**config.mk**
```make
export PLATFORM = sky130hd
export DESIGN_NAME = branch_predictor_bht
export DESIGN_NICKNAME = d
export VERILOG_FILES = /design/src/rtl/branch_predictor_bht.sv
export SDC_FILE = /design/constraint.sdc
export NUM_CORES = 1
export LEC_CHECK = 0
export CORE_ASPECT_RATIO = 0.5
export CORE_UTILIZATION = 40
export CTS_BUF_LIST = sky130_fd_sc_hd__clkbuf_4
export DETAILED_ROUTE_END_ITERATION = 10
export GPL_TIMING_DRIVEN = 0
export PLACE_DENSITY = 0.61
export SLEW_MARGIN = 20
export SYNTH_ARGS = -nofsm -noshare
export SYNTH_HDL_FRONTEND = slang
export SYNTH_SLANG_ARGS = --single-unit
```
**constraint.sdc**
```tcl
create_clock -name clk -period 10.8 [get_ports clk]
set_input_delay 2.16 -clock clk [delete_from_list [all_inputs] [get_ports clk]]
set_output_delay 2.16 -clock clk [all_outputs]
set_load 0.02 [all_outputs]
```
**src/rtl/branch_predictor_bht.sv**
```systemverilog
// rtl/branch_predictor_bht.sv - ID-stage branch unit with per-PC saturating-counter BHT
module branch_predictor_bht #(
  parameter int XLEN       = 32,
  parameter int INST_WIDTH = 32,
  parameter int BHT_DEPTH  = 64,
  parameter int CTR_BITS   = 2,
  parameter int STAT_WIDTH = 16
) (
  input  logic                  clk,
  input  logic                  rst_n,
  input  logic                  start,
  input  logic                  bht_clear,
  input  logic [INST_WIDTH-1:0] inst_IF_ID,
  input  logic [XLEN-1:0]       PC_IF_ID,
  input  logic [XLEN-1:0]       rs1_data,
  output logic                  branch_taken,
  output logic                  branch_source,
  output logic [XLEN-1:0]       branch_jalr_target,
  output logic [XLEN-1:0]       branch_jal_beq_bne_target,
  output logic                  pred_taken,
  output logic                  busy,
  input  logic                  resolve_valid,
  input  logic [XLEN-1:0]       resolve_pc,
  input  logic                  resolve_taken,
  input  logic                  resolve_pred_taken,
  input  logic [XLEN-1:0]       resolve_target,
  output logic                  mispredict,
  output logic [XLEN-1:0]       redirect_pc,
  output logic [STAT_WIDTH-1:0] pred_cnt,
  output logic [STAT_WIDTH-1:0] mispred_cnt
);

  localparam int IDX_BITS = $clog2(BHT_DEPTH);
  localparam logic [6:0] OP_JAL  = 7'b1101111;
  localparam logic [6:0] OP_JALR = 7'b1100111;
  localparam logic [6:0] OP_BR   = 7'b1100011;
  localparam logic [CTR_BITS-1:0] CTR_MAX  = {CTR_BITS{1'b1}};
  // Weakly-not-taken: MSB clear, all lower bits set.
  localparam logic [CTR_BITS-1:0] CTR_INIT = CTR_MAX >> 1;
  localparam logic [IDX_BITS-1:0] PTR_LAST = IDX_BITS'(BHT_DEPTH - 1);
  localparam logic [STAT_WIDTH-1:0] STAT_MAX = {STAT_WIDTH{1'b1}};

  typedef enum logic [1:0] {
    S_IDLE   = 2'd0,
    S_ACTIVE = 2'd1,
    S_INIT   = 2'd2
  } state_t;

  state_t              state;
  state_t              state_next;
  logic [IDX_BITS-1:0] ptr;
  logic [CTR_BITS-1:0] bht [BHT_DEPTH];

  logic [6:0]          opcode;
  logic [XLEN-1:0]     imm_i;
  logic [XLEN-1:0]     imm_j;
  logic [XLEN-1:0]     imm_b;
  logic [XLEN-1:0]     jalr_sum;
  logic [IDX_BITS-1:0] rd_idx;
  logic [IDX_BITS-1:0] upd_idx;
  logic                bht_msb;
  logic                is_branch;

  assign opcode   = inst_IF_ID[6:0];
  assign imm_i    = {{(XLEN-12){inst_IF_ID[31]}}, inst_IF_ID[31:20]};
  assign imm_j    = {{(XLEN-21){inst_IF_ID[31]}}, inst_IF_ID[31], inst_IF_ID[19:12],
                     inst_IF_ID[20], inst_IF_ID[30:21], 1'b0};
  assign imm_b    = {{(XLEN-13){inst_IF_ID[31]}}, inst_IF_ID[31], inst_IF_ID[7],
                     inst_IF_ID[30:25], inst_IF_ID[11:8], 1'b0};
  assign jalr_sum = rs1_data + imm_i;
  assign rd_idx   = PC_IF_ID[IDX_BITS+1:2];
  assign upd_idx  = resolve_pc[IDX_BITS+1:2];
  // Stored value only: a same-cycle update to this index shows up next cycle.
  assign bht_msb  = bht[rd_idx][CTR_BITS-1];
  assign busy     = (state == S_INIT);
  assign is_branch = (state == S_ACTIVE) && (opcode == OP_BR);

  // State register.
  always_ff @(posedge clk or negedge rst_n) begin
    if (!rst_n) begin
      state <= S_IDLE;
    end else begin
      state <= state_next;
    end
  end

  // Next state: a clear request always wins and (re)starts the sweep.
  always_comb begin
    state_next = state;
    if (bht_clear) begin
      state_next = S_INIT;
    end else begin
      case (state)
        S_IDLE:   state_next = start ? S_ACTIVE : S_IDLE;
        S_ACTIVE: state_next = start ? S_ACTIVE : S_IDLE;
        S_INIT:   if (ptr == PTR_LAST) state_next = start ? S_ACTIVE : S_IDLE;
        default:  state_next = S_IDLE;
      endcase
    end
  end

  // Sweep pointer: one entry per INIT cycle, rewound by every clear request.
  always_ff @(posedge clk or negedge rst_n) begin
    if (!rst_n) begin
      ptr <= '0;
    end else if (bht_clear) begin
      ptr <= '0;
    end else if (state == S_INIT) begin
      ptr <= ptr + IDX_BITS'(1);
    end
  end

  // Counter table: sweep writes in INIT, otherwise saturating resolution updates.
  always_ff @(posedge clk or negedge rst_n) begin
    if (!rst_n) begin
      for (int i = 0; i < BHT_DEPTH; i++) begin
        bht[i] <= CTR_INIT;
      end
    end else if (state == S_INIT) begin
      bht[ptr] <= CTR_INIT;
    end else if (resolve_valid) begin
      if (resolve_taken) begin
        if (bht[upd_idx] != CTR_MAX) bht[upd_idx] <= bht[upd_idx] + CTR_BITS'(1);
      end else begin
        if (bht[upd_idx] != '0) bht[upd_idx] <= bht[upd_idx] - CTR_BITS'(1);
      end
    end
  end

  // Decode and target generation; everything stays quiet outside ACTIVE.
  always_comb begin
    branch_taken              = 1'b0;
    branch_source             = 1'b0;
    branch_jalr_target        = '0;
    branch_jal_beq_bne_target = '0;
    pred_taken                = 1'b0;
    if (state == S_ACTIVE) begin
      case (opcode)
        OP_JAL: begin
          branch_taken              = 1'b1;
          branch_jal_beq_bne_target = PC_IF_ID + imm_j;
        end
        OP_JALR: begin
          branch_taken       = 1'b1;
          branch_source      = 1'b1;
          branch_jalr_target = {jalr_sum[XLEN-1:1], 1'b0};
        end
        OP_BR: begin
          branch_taken              = bht_msb;
          pred_taken                = bht_msb;
          branch_jal_beq_bne_target = PC_IF_ID + imm_b;
        end
        default: ;
      endcase
    end
  end

  // Mispredict detection from EX is independent of the local state.
  always_comb begin
    mispredict  = resolve_valid & (resolve_taken != resolve_pred_taken);
    redirect_pc = '0;
    if (mispredict) begin
      redirect_pc = resolve_taken ? resolve_target : resolve_pc + XLEN'(4);
    end
  end

  // Saturating statistics, counted only while ACTIVE and kept across clears.
  always_ff @(posedge clk or negedge rst_n) begin
    if (!rst_n) begin
      pred_cnt    <= '0;
      mispred_cnt <= '0;
    end else if (state == S_ACTIVE) begin
      if (is_branch && pred_cnt != STAT_MAX) pred_cnt <= pred_cnt + STAT_WIDTH'(1);
      if (mispredict && mispred_cnt != STAT_MAX) mispred_cnt <= mispred_cnt + STAT_WIDTH'(1);
    end
  end

endmodule

```
* Word-level counts from Yosys, hierarchy flattened
Cells that the tools add are included.
** Word-level totals
- Register bits :: 168
- Output and inout port bits :: 133
- Logic and storage cells :: 151
** Cells by class
- Add/sub/neg operators :: 9
- $lt $le $gt $ge :: 5
- Equal/unequal tests :: 12
- Muxes and demuxes :: 35
- Bitwise gates (word level) :: 7
- Reductions and logical operators :: 15
** Operators with widths (number)
- 2-to-1 mux 128 bit :: 5
- bitwise mux 128 bit :: 2
- 2-to-1 mux 32 bit :: 5
- adder 32 bit :: 3
- AND 64 bit :: 1
- NOT 64 bit :: 1
- bitwise OR 64 bit :: 1
- case mux 32 bit (2 select lines) :: 1
- adder 16 x 1 -> 16 bit, second input constant :: 2
- adder 32 x 3 -> 32 bit, second input constant :: 1
- != test 16 bit, second input constant :: 2
- binary-select mux 2 bit (select 6 bit) :: 2
- demux 2 bit (select 6 bit) :: 2
- == test 7 bit, second input constant :: 3
- greater-or-equal comparator 7 bit, second input constant :: 3
- NOT 6 -> 7 bit :: 3
- 2-to-1 mux 2 bit :: 8
- less-than comparator 7 x 1 -> 1 bit, second input constant :: 2
- 2-to-1 mux 6 bit :: 2
- adder 6 x 1 -> 6 bit, second input constant :: 1
- == test 6 bit, second input constant :: 1
- 2-to-1 mux 1 bit :: 6
- != test 3 x 2 -> 1 bit, second input constant :: 2
- nonzero test 2 bit :: 3
- other kinds (15) :: 21

* Logic depth before layout (Yosys ltp)
- Word-level depth :: 10
- Depth in mapped cells :: 19
- Mapped depth without buffers :: 16

* Least setup slack after synthesis
Ideal clock, no wire load.
- Path kind :: input-to-output
- Start point :: input port inst_IF_ID[5]
- End point :: output port branch_jal_beq_bne_target[31]
- Arrival time :: 5325 ps
- Data required time :: 8640 ps
- Path slack :: 3315 ps
- Cell stages on the path :: 14
- Path buffers :: 1
- Cell sequence :: nand3_1 > nor3b_1 > nand2_1 > clkbuf_1 > mux2_2 > ha_1 > nor2b_4 > o31a_1 > o31a_1 > o221a_2 > a211oi_2 > o21bai_1 > a21oi_2 > mux2_1
** Between the ends
- Longest elaborated chain between the ends :: 3
** Ends and longest elaborated chain
- from (decl) :: RTL line 13 : input logic [INST_WIDTH-1:0] inst_IF_ID,
- == test 7 bit :: RTL line 138 : case (opcode)
- case mux 32 bit (2 select lines) * :: RTL line 138
- 2-to-1 mux 32 bit * :: RTL line 137 : if (state == S_ACTIVE) begin
- to (decl) :: RTL line 19 : output logic [XLEN-1:0] branch_jal_beq_bne_target,
Every way passes the cells marked *; elsewhere a longest branch is shown, timed or not.

* Worst setup path after layout
- Start point :: input port inst_IF_ID[1]
- End point :: output port branch_jal_beq_bne_target[31]
The elaborated chain is that of the path after synthesis.

==> results.yml <==
yosys:
  synthesis.area_um2: 14200
  ys_seq_area_share_pct: 30.1
  syn_nets: 1926
  async_reset_ff_share_pct: 100
  yosys.cell_types.count: 83
  synth_top_area_share_pct: 18.3
  yosysTopAreaCell: "dfrtp_1"
  avgSynthCellArea_um2: 8.42
  synth_warnings: 0
  yosys_most_used_dff: "dfrtp_1"
  ys_ff_latch: 168
  synth.area.top_cells: "dfrtp_1, dfstp_2, ha_1"
  synth_edf_count: 0
  syn_inst: 1688
status:
  outcome: "complete, no violations"
detailed_routing:
  initialDrtViolationCount: 1372
  viasPerCell: 5.75
  drt-wirelength-per-cell_um: 21.4
  drc: 0
  vias: 14400
  wl_um: 53400
  ant_nets: 0
  dr.pass1.iters: 5
clock_network:
  clkLatencyLatePin_ps: 640
  cts.reportedPaths.clkPinSlew_ps: 150
  cts_buffers: 17
  cts_tree: "yes"
  htree_levels: 4
  cts.sinks: 168
  clk_path_buf_depth: 2
  cts_resized: 0
  root_buffer: "clkbuf_4"
  hold_buffers: 0
  post_cts_buffers: 0
setup_path:
  arrival_ps: 7200
  crit_fanout: 10
  path_buf_inv: 3
  start_kind: "primary input"
  critPathCaptureType: "primary output"
  crit_type: "in -> out"
  worst_ep_required_time_ps: 8640
  crit_family: "compound AO/OA/AOI/OAI gates"
  slowest_stage: "nor3b_1"
  worstPathCellList: "clkdlybuf4s50_1 > nand3_1 > nor3b_1 > nand2_1 > clkbuf_1 > mux2_2 > ha_1 > nor2b_4 > o31a_1 > o31a_1 > o221a_2 > a211oi_2 > o21bai_1 > a21oi_2 > mux2_1 > clkdlybuf4s50_1"
  slowest_delay_ps: 570
power_and_ir_drop:
  ir_worst_vdd_mv: 0.0474
  leakagePower_uw: 0.00744
  power_density_nw_per_um2: 86.8
  p_total_uw: 1580
timing:
  totalNegativeSetupSlack_ps: 0
  rsz0062_at_grt: "no"
  max_freq_ghz: 0.107
  hold_viol: 0
  min_period_over_period_pct: 86.7
  maxSlewViolCount: 0
  worst_pin_slew_ps: 1180
  slew_headroom_pct: 21.1
  setup_viol: 0
  period_needed_ps: 9360
  skew_ps: 43.6
floorplan:
  die_w_um: 269
  num_rows: 48
  start_util_pct: 40.9
  io_pins: 300
  die_h_um: 135
  coreArea_um2: 34700
  die_area_um2: 36300
placed_design:
  globalplace.congestion: 0.998
  io_buffer_count: 296
  dp_hpwl_um: 41300
global_routing:
  grt_max_degree: 64
  grt_pass1_vias: 13600
  overflow: 0
  antenna_found_initial: 1
  grt_pass1_wl_um: 80000
  grt_use_total_pct: 28.9
finish:
  area_growth_pct: 28.2
  final_common_cell: "clkdlybuf4s50_1"
  most-common-layout-cells: "clkdlybuf4s50_1, nand2_1, nor2_1"
  num-nets-final: 2247
  drive_gt1_share_pct: 11.1
job:
  drv_cap: 0
worst_hold_path:
  hp-class: "reg -> reg"
routing by layer:
layer / vias up / track usage, % / wire, µm
met5: - / 0 / 0
met4: 0 / 8.84 / 1260
met3: 97 / 5.23 / 3930
met2: 574 / 47.1 / 24900
met1: 6957 / 39.1 / 23400
li1: 6747 / - / -
flip-flops by register name, indices dropped and copies added, names as in the netlist:
register,flops
ptr,6
state,2
pred_cnt,16
mispred_cnt,16
bht,128
synthesized netlist by cell type, types with 7 or more instances:
| master | instances |
|---|---|
| a21oi_1 | 162 |
| mux4_2 | 33 |
| ha_1 | 69 |
| nand4_1 | 34 |
| buf_2 | 16 |
| o21a_1 | 7 |
| and3_1 | 26 |
| a21o_1 | 33 |
| o211ai_1 | 7 |
| mux2i_1 | 81 |
| a211oi_1 | 12 |
| nor2b_1 | 16 |
| o21ai_0 | 84 |
| buf_6 | 11 |
| a31oi_1 | 14 |
| dfstp_2 | 64 |
| inv_1 | 29 |
| o21bai_1 | 9 |
| a221oi_1 | 9 |
| or3_1 | 12 |
| nor3_1 | 31 |
| buf_1 | 9 |
| nor3b_1 | 26 |
| xnor2_1 | 63 |
| clkbuf_1 | 51 |
| nand3_1 | 88 |
| nand2_1 | 218 |
| xor2_1 | 44 |
| nor2_1 | 185 |
| and2_1 | 11 |
| nand2b_1 | 9 |
| a22oi_1 | 9 |
| mux2_2 | 16 |
| dfrtp_1 | 104 |
per-stage QoR:
step	cell area (µm²)	utilization (%)	setup slack, ps	cells	hold WS (ps)
after floorplan	14200	-	3320	1688	459
after global placement	17800	51.2	527	2459	480
after detailed placement	17900	51.6	1450	2465	482
after CTS	18200	52.4	1440	2497	505
after global routing	18200	52.5	1260	2498	523
final	18200	52.5	1440	2498	506
power by group:
| part | switching (µW) | leakage, µW | internal [µW] |
|---|---|---|---|
| Clock | 258 | 0.000153 | 142 |
| Combinational | 312 | 0.00526 | 216 |
| Sequential | 10.4 | 0.00203 | 643 |
| Total | 580 | 0.00744 | 1000 |
area by class of cell:
cell class,instances,area (µm²)
clock inverter,14,148
fill,3335,16500
buffer,94,479
multi-input combinational,1396,9390
antenna,1,2.50
timing repair buffer,302,3060
tap,475,594
sequential,168,4280
inverter,30,113
clock buffer,18,135
final timing paths:
check	end	startpoint	cells past startpoint	slack (ps)
hold reg to reg	pred_cnt[13]	pred_cnt[13]	1	510
hold / removal	pred_cnt[13]	pred_cnt[13]	1	510
setup reg to reg	bht[103]	bht[122]	17	6000
setup / recovery	branch_jal_beq_bne_target[31]	inst_IF_ID[1]	16	1440
max in group asynchronous	bht[74]	rst_n	2	8690
min in group asynchronous	mispred_cnt[3]	rst_n	1	1410
kinds of logic after synthesis:
logic type      synth area share (%)
xor+xnor                        6.60
fa+ha+maj                       6.36
compound gates                  17.1
simple gates                    23.2
buf+inv                         4.16
flops                           30.1
mux                             12.5
other cells                   0.0264
No activity file was read; power rests on OpenSTA's default activity.
